### config.mk
export PLATFORM = sky130hd
export DESIGN_NAME = capture_timer_ctrl
export DESIGN_NICKNAME = d
export VERILOG_FILES = /design/src/rtl/capture_pkg.sv /design/src/rtl/capture_fifo.sv /design/src/rtl/capture_timer_ctrl.sv
export SDC_FILE = /design/constraint.sdc
export NUM_CORES = 1
export LEC_CHECK = 0
export CAP_MARGIN = 0
export CORE_ASPECT_RATIO = 1.5
export CORE_MARGIN = 1.5
export CORE_UTILIZATION = 40
export CTS_BUF_LIST = sky130_fd_sc_hd__clkbuf_4
export DETAILED_ROUTE_END_ITERATION = 6
export PLACE_DENSITY = 0.65
export SLEW_MARGIN = 25
export SYNTH_ARGS = -nofsm -noshare
export SYNTH_HDL_FRONTEND = slang
export SYNTH_SLANG_ARGS = --single-unit
### constraint.sdc
create_clock -name clk_i -period 4.34 [get_ports clk_i]
set_input_delay 0.868 -clock clk_i [delete_from_list [all_inputs] [get_ports clk_i]]
set_output_delay 0.868 -clock clk_i [all_outputs]
set_load 0.02 [all_outputs]
### src/rtl/capture_pkg.sv
// Shared definitions for the timestamp-capture block: FSM encoding and default sizes.
package capture_pkg;

  localparam int unsigned CNT_W_DEF = 32;
  localparam int unsigned DEPTH_DEF = 4;

  typedef enum logic [1:0] {
    ST_IDLE = 2'd0,
    ST_RUN  = 2'd1,
    ST_HOLD = 2'd2
  } state_e;

endpackage : capture_pkg

### src/rtl/capture_fifo.sv
// First-word-fall-through capture FIFO with registered head data, level and flags.
module capture_fifo #(
  parameter  int unsigned W     = 32,
  parameter  int unsigned DEPTH = 4,
  localparam int unsigned LVL_W = $clog2(DEPTH) + 1,
  localparam int unsigned PTR_W = LVL_W - 1
) (
  input  logic             clk_i,
  input  logic             rst_an_i,
  input  logic             flush_i,
  input  logic             push_i,
  input  logic [W-1:0]     data_i,
  input  logic             pop_i,
  output logic             valid_o,
  output logic [W-1:0]     data_o,
  output logic [LVL_W-1:0] level_o,
  output logic             full_o
);

  logic [W-1:0]     mem_q [DEPTH];
  logic [PTR_W-1:0] wr_ptr_q, wr_ptr_d;
  logic [PTR_W-1:0] rd_ptr_q, rd_ptr_d;
  logic [LVL_W-1:0] level_q, level_d;
  logic [W-1:0]     data_q, data_d;
  logic             valid_q, full_q;
  logic             do_push, do_pop;
  logic [W-1:0]     head_d;

  // A push into a full FIFO only lands when a pop frees a slot in the same cycle.
  always_comb begin
    do_pop   = pop_i & valid_q & ~flush_i;
    do_push  = push_i & (~full_q | do_pop) & ~flush_i;
    wr_ptr_d = do_push ? wr_ptr_q + PTR_W'(1) : wr_ptr_q;
    rd_ptr_d = do_pop ? rd_ptr_q + PTR_W'(1) : rd_ptr_q;
    level_d  = level_q + LVL_W'(do_push) - LVL_W'(do_pop);
    head_d   = (do_push && (wr_ptr_q == rd_ptr_d)) ? data_i : mem_q[rd_ptr_d];
    data_d   = (level_d != '0) ? head_d : data_q;
    if (flush_i) begin
      wr_ptr_d = '0;
      rd_ptr_d = '0;
      level_d  = '0;
      data_d   = '0;
    end
  end

  always_ff @(posedge clk_i) begin
    if (do_push) mem_q[wr_ptr_q] <= data_i;
  end

  always_ff @(posedge clk_i or negedge rst_an_i) begin
    if (!rst_an_i) begin
      wr_ptr_q <= '0;
      rd_ptr_q <= '0;
      level_q  <= '0;
      data_q   <= '0;
      valid_q  <= 1'b0;
      full_q   <= 1'b0;
    end else begin
      wr_ptr_q <= wr_ptr_d;
      rd_ptr_q <= rd_ptr_d;
      level_q  <= level_d;
      data_q   <= data_d;
      valid_q  <= (level_d != '0);
      full_q   <= (level_d == LVL_W'(DEPTH));
    end
  end

  assign valid_o = valid_q;
  assign data_o  = data_q;
  assign level_o = level_q;
  assign full_o  = full_q;

endmodule : capture_fifo

### src/rtl/capture_timer_ctrl.sv
// Timestamp counter under an IDLE/RUN/HOLD FSM; capture edges push the count into a FIFO.
module capture_timer_ctrl
  import capture_pkg::*;
#(
  parameter  int unsigned CNT_W = CNT_W_DEF,
  parameter  int unsigned DEPTH = DEPTH_DEF,
  localparam int unsigned LVL_W = $clog2(DEPTH) + 1
) (
  input  logic             clk_i,
  input  logic             rst_an_i,
  input  logic             start_rise_i,
  input  logic             capture_rise_i,
  input  logic             rst_capture_rise_i,
  input  logic             rd_ready_i,
  output logic             rd_valid_o,
  output logic [CNT_W-1:0] rd_data_o,
  output logic [CNT_W-1:0] count_o,
  output logic             running_o,
  output logic [LVL_W-1:0] level_o,
  output logic             overflow_o,
  output logic             wrap_o
);

  state_e           state_q, state_d;
  logic [CNT_W-1:0] count_q, count_d;
  logic             running_q, overflow_q, overflow_d, wrap_q, wrap_d;
  logic             push_c, pop_c, flush_c;
  logic             fifo_full;

  // Next-state logic; rst_capture overrides everything else in its cycle.
  always_comb begin
    state_d    = state_q;
    count_d    = count_q;
    overflow_d = overflow_q;
    wrap_d     = wrap_q;
    push_c     = 1'b0;
    pop_c      = 1'b0;
    flush_c    = 1'b0;
    if (rst_capture_rise_i) begin
      state_d    = ST_IDLE;
      count_d    = '0;
      overflow_d = 1'b0;
      wrap_d     = 1'b0;
      flush_c    = 1'b1;
    end else begin
      pop_c = rd_ready_i & rd_valid_o;
      unique case (state_q)
        ST_IDLE: begin
          if (start_rise_i) begin
            state_d = ST_RUN;
            count_d = '0;
          end
        end
        ST_RUN: begin
          push_c = capture_rise_i;
          if (start_rise_i) begin
            state_d = ST_HOLD;
          end else begin
            count_d = count_q + CNT_W'(1);
            if (&count_q) wrap_d = 1'b1;
          end
        end
        ST_HOLD: begin
          push_c = capture_rise_i;
          if (start_rise_i) state_d = ST_RUN;
        end
        default: state_d = ST_IDLE;
      endcase
      if (push_c && fifo_full && !pop_c) overflow_d = 1'b1;
    end
  end

  always_ff @(posedge clk_i or negedge rst_an_i) begin
    if (!rst_an_i) begin
      state_q    <= ST_IDLE;
      count_q    <= '0;
      running_q  <= 1'b0;
      overflow_q <= 1'b0;
      wrap_q     <= 1'b0;
    end else begin
      state_q    <= state_d;
      count_q    <= count_d;
      running_q  <= (state_d == ST_RUN);
      overflow_q <= overflow_d;
      wrap_q     <= wrap_d;
    end
  end

  capture_fifo #(
    .W     (CNT_W),
    .DEPTH (DEPTH)
  ) u_fifo (
    .clk_i    (clk_i),
    .rst_an_i (rst_an_i),
    .flush_i  (flush_c),
    .push_i   (push_c),
    .data_i   (count_q),
    .pop_i    (pop_c),
    .valid_o  (rd_valid_o),
    .data_o   (rd_data_o),
    .level_o  (level_o),
    .full_o   (fifo_full)
  );

  assign count_o    = count_q;
  assign running_o  = running_q;
  assign overflow_o = overflow_q;
  assign wrap_o     = wrap_q;

endmodule : capture_timer_ctrl
==> results.cfg <==
[cells_and_area]
mostFrequentLayoutCells = edfxtp_1 (128), dfrtp_1 (76), clkdlybuf4s50_1 (75)
synthToLayoutAreaGrowth_pct = 18.43
final_layout_size_suffix_gt1_share_pct = 19.22
finish.net_count = 901
mostFrequentLayoutCell = edfxtp_1

[routing]
dr.pass1.iters = 5
routed_wire_length_per_instance_um = 19.15
num_vias = 7060
postRouteAntennaNets = 0
drt-initial-drc-count = 467
avgViaCountPerCell = 5.689
finalWirelength_um = 23760
drcViolationCount = 0

[yosys]
synth_async_sr_flop_share_pct = 37.86
synth.net_count = 810
synth_adder_area_share_pct = 1.643
synth_compound_area_share_pct = 16.45
dominant_combinational_cell_family_by_area_after_synthesis = compound AO/OA/AOI/OAI gates
leading_post_synthesis_cells_by_cell_area = edfxtp_1 (40%), dfrtp_1 (20%), o21ai_0 (3.9%)
post-synth-top-area-cell = edfxtp_1
yosysWarningCount = 0
synth_simple_gate_area_share_pct = 12.05
ys_types = 53
synth.top_cell.area_share_pct = 40.07
ys_seq_area_share_pct = 60.41
synth-seq-cells = 206
synth_mux_area_share_pct = 3.965
synth.avg_cell_area_um2 = 12.11
post_synth_inst_count = 792
synth-edff-count = 128
synth_top_flop_cell = edfxtp_1
netlist_area_pre_place_um2 = 9593
synthXorXnorAreaFrac_pct = 2.335

[global_routing]
grt_max_degree = 69
groute.layer.met3.usage_pct = 3.133
grt_antenna_before_repair = 1
gr-total-overflow = 0
grt.total_usage_pct = 19.52
use_met2_pct = 34.96
grt_pass1_wl_um = 37800
globalRoute.busiestLayer = met2
grt_pass1_vias = 7224
use_met1_pct = 22.76

[worst_setup_path]
launch_point_of_the_worst_path = rd_ready_i
critical_path.cell_chain = clkdlybuf4s50_1, nand2_1, a21boi_0, nor2b_1, ha_1, inv_1, fa_1, nor2b_1, a21o_1, inv_1, and4_1, buf_4, a22o_1, a31o_2
critPathMaxStageDelay_ns = 0.57
crit_path_arrival_time_ns = 4.09
setup.worst_path.start_class = input port
cp-end-kind = register
worstPathBufferInverterCount = 4
timing.rr.start = state_q[1]$_DFF_PN0_
critical-path-top-delay-family = compound AO/OA/AOI/OAI gates
required_time_of_the_worst_setup_path_ns = 4.87
worstSetupPathType = input port to register
critical-path-slowest-cell = clkdlybuf4s50_1
timing.critical_path.fanout_max = 17

[timing]
fin_crit_ns = 3.557
report.final.slew_viol_count = 0
period_share_pct = 81.96
max-slew-margin-rel_pct = 44.41
rsz0062_at_grt = no
worstMarginPinSlew_ns = 0.8320
fin_setup_tns_ns = 0
max_freq_mhz = 281.1
setup_violations = 0
hold_violations = 0
setup_clock_skew_after_layout_ns = 0.02526

[place]
routabilityCongestion = 0.7730
dpl.hpwl_um = 14620
port_buffer_count = 76

[clock_network]
cts-htree-levels = 2
clkSlewWorstSetupHoldPaths_ns = 0.07
cts_tree = yes
cts_bufs_inserted = 49
clk_latency_ns = 0.64
cts_setup_buffers = 0
cts.sinks = 206
cts_repair_resize_count = 0
cts_hold_buffers = 0
ctsLongestPathBuffers = 3
ctsRootBufferMaster = clkbuf_4

[hold_path]
worst_hold_path_type = input port to asynchronous set/reset pin

[floorplan]
width_of_the_die_um = 129.4
num_rows = 69
floorplan.die_area_um2 = 24940
core_area_um2 = 23660
die_height_um = 192.7
start_util_pct = 40.55
pin_count = 77

[job]
maxCapViolations = 0

[pwr]
p_total_mw = 5.124
leakagePower_nw = 3.907
ir_drop_mv = 0.2606
power_density_nw_per_um2 = 451.0

[outcome]
run_status = completed
==> cell usage after synthesis (2+ instances only) <==
library cell,n
dfrtp_1,78
nand2_1,27
or2_2,2
mux2_2,32
buf_1,8
o31ai_1,2
edfxtp_1,128
nand3_1,14
a31o_2,30
or3_1,6
and2_1,7
or4_1,3
o21a_1,4
a22o_1,29
and3_1,2
nand4_1,8
xor2_1,4
nor3_1,40
and4_1,4
inv_1,15
nor2_1,41
nor2b_1,4
clkbuf_1,54
o21ai_0,74
and3b_1,2
a21o_1,3
mux2i_1,2
o221ai_1,32
a21oi_1,6
a31oi_1,2
a22oi_1,4
nor3b_1,33
o211ai_1,3
nor4_1,10
xnor2_1,19
o22ai_1,31
nand2b_1,3
ha_1,11
==> through the flow <==
step / utilization, % / instances / setup slack, ns / instance area (um2) / hold WS [ns]
finish: 48.03 / 1241 / 0.7831 / 11360 / 0.2833
global placement: 45.40 / 1150 / 0.1872 / 10740 / 0.4769
CTS: 47.93 / 1239 / 0.7655 / 11340 / 0.2731
global route: 48.03 / 1241 / 0.5354 / 11360 / 0.3128
floorplan: - / 792 / 0.1256 / 9593 / 0.4678
detailed placement: 45.40 / 1150 / 0.1145 / 10740 / 0.4861
==> cell families after synthesis <==
family / Yosys count
AO/OA/AOI/OAI: 226
AND/OR/NAND/NOR: 211
XOR/XNOR: 24
adder cells (fa/ha/maj): 12
buffers and inverters: 79
flip-flops: 206
multiplexers: 34
==> where the power goes <==
group / internal, mW / leakage [nW] / switching [mW] / total [mW]
Clock: 0.733 / 0.368 / 0.774 / 1.51
Combinational: 0.569 / 1.31 / 0.687 / 1.26
Sequential: 2.22 / 2.23 / 0.141 / 2.36
Total: 3.52 / 3.91 / 1.60 / 5.12
==> layout make-up <==
cell class	count	area, um2
diodes	1	2.502
clock buffers	68	510.5
clock inverters	21	87.58
fillers	2251	12290
inverters	15	56.30
multi-input cells	507	3511
flip-flops and latches	206	5801
well taps	319	399.1
repair buffers	104	993.5
==> layer usage <==
| metal | wire length, um | part of all wire, % |
|---|---|---|
| met1 | 9767 | 41 |
| met2 | 12410 | 52 |
| met3 | 903 | 3.8 |
| met4 | 679 | 2.9 |
| met5 | 0 | 0 |
==> final timing paths <==
| path | to | slack [ns] | cells after the start |
|---|---|---|---|
| max | u_fifo.data_o[17]$_DFFE_PN0P_ | 0.78 | 14 |
| min | u_fifo.level_o[0]$_DFF_PN0_ | 0.28 | 1 |
| max reg2reg | u_fifo.data_o[17]$_DFFE_PN0P_ | 0.79 | 15 |
| min reg2reg | u_fifo.data_o[30]$_DFFE_PN0P_ | 0.51 | 2 |
| max in group asynchronous | count_o[25]$_DFFE_PN0P_ | 3.14 | 2 |
| min in group clk_i | u_fifo.data_o[30]$_DFFE_PN0P_ | 0.51 | 2 |
==> sequential cells by signal, indices dropped and copies added, names as in the netlist <==
signal and cells:
u_fifo.mem_q 128, count_o 32, u_fifo.data_o 32, u_fifo.level_o 3, state_q 2, u_fifo.rd_ptr_q 2
u_fifo.wr_ptr_q 2, overflow_o 1, running_o 1, u_fifo.full_o 1, u_fifo.valid_o 1, wrap_o 1
Note: power is estimated with default switching activity, not from simulation.
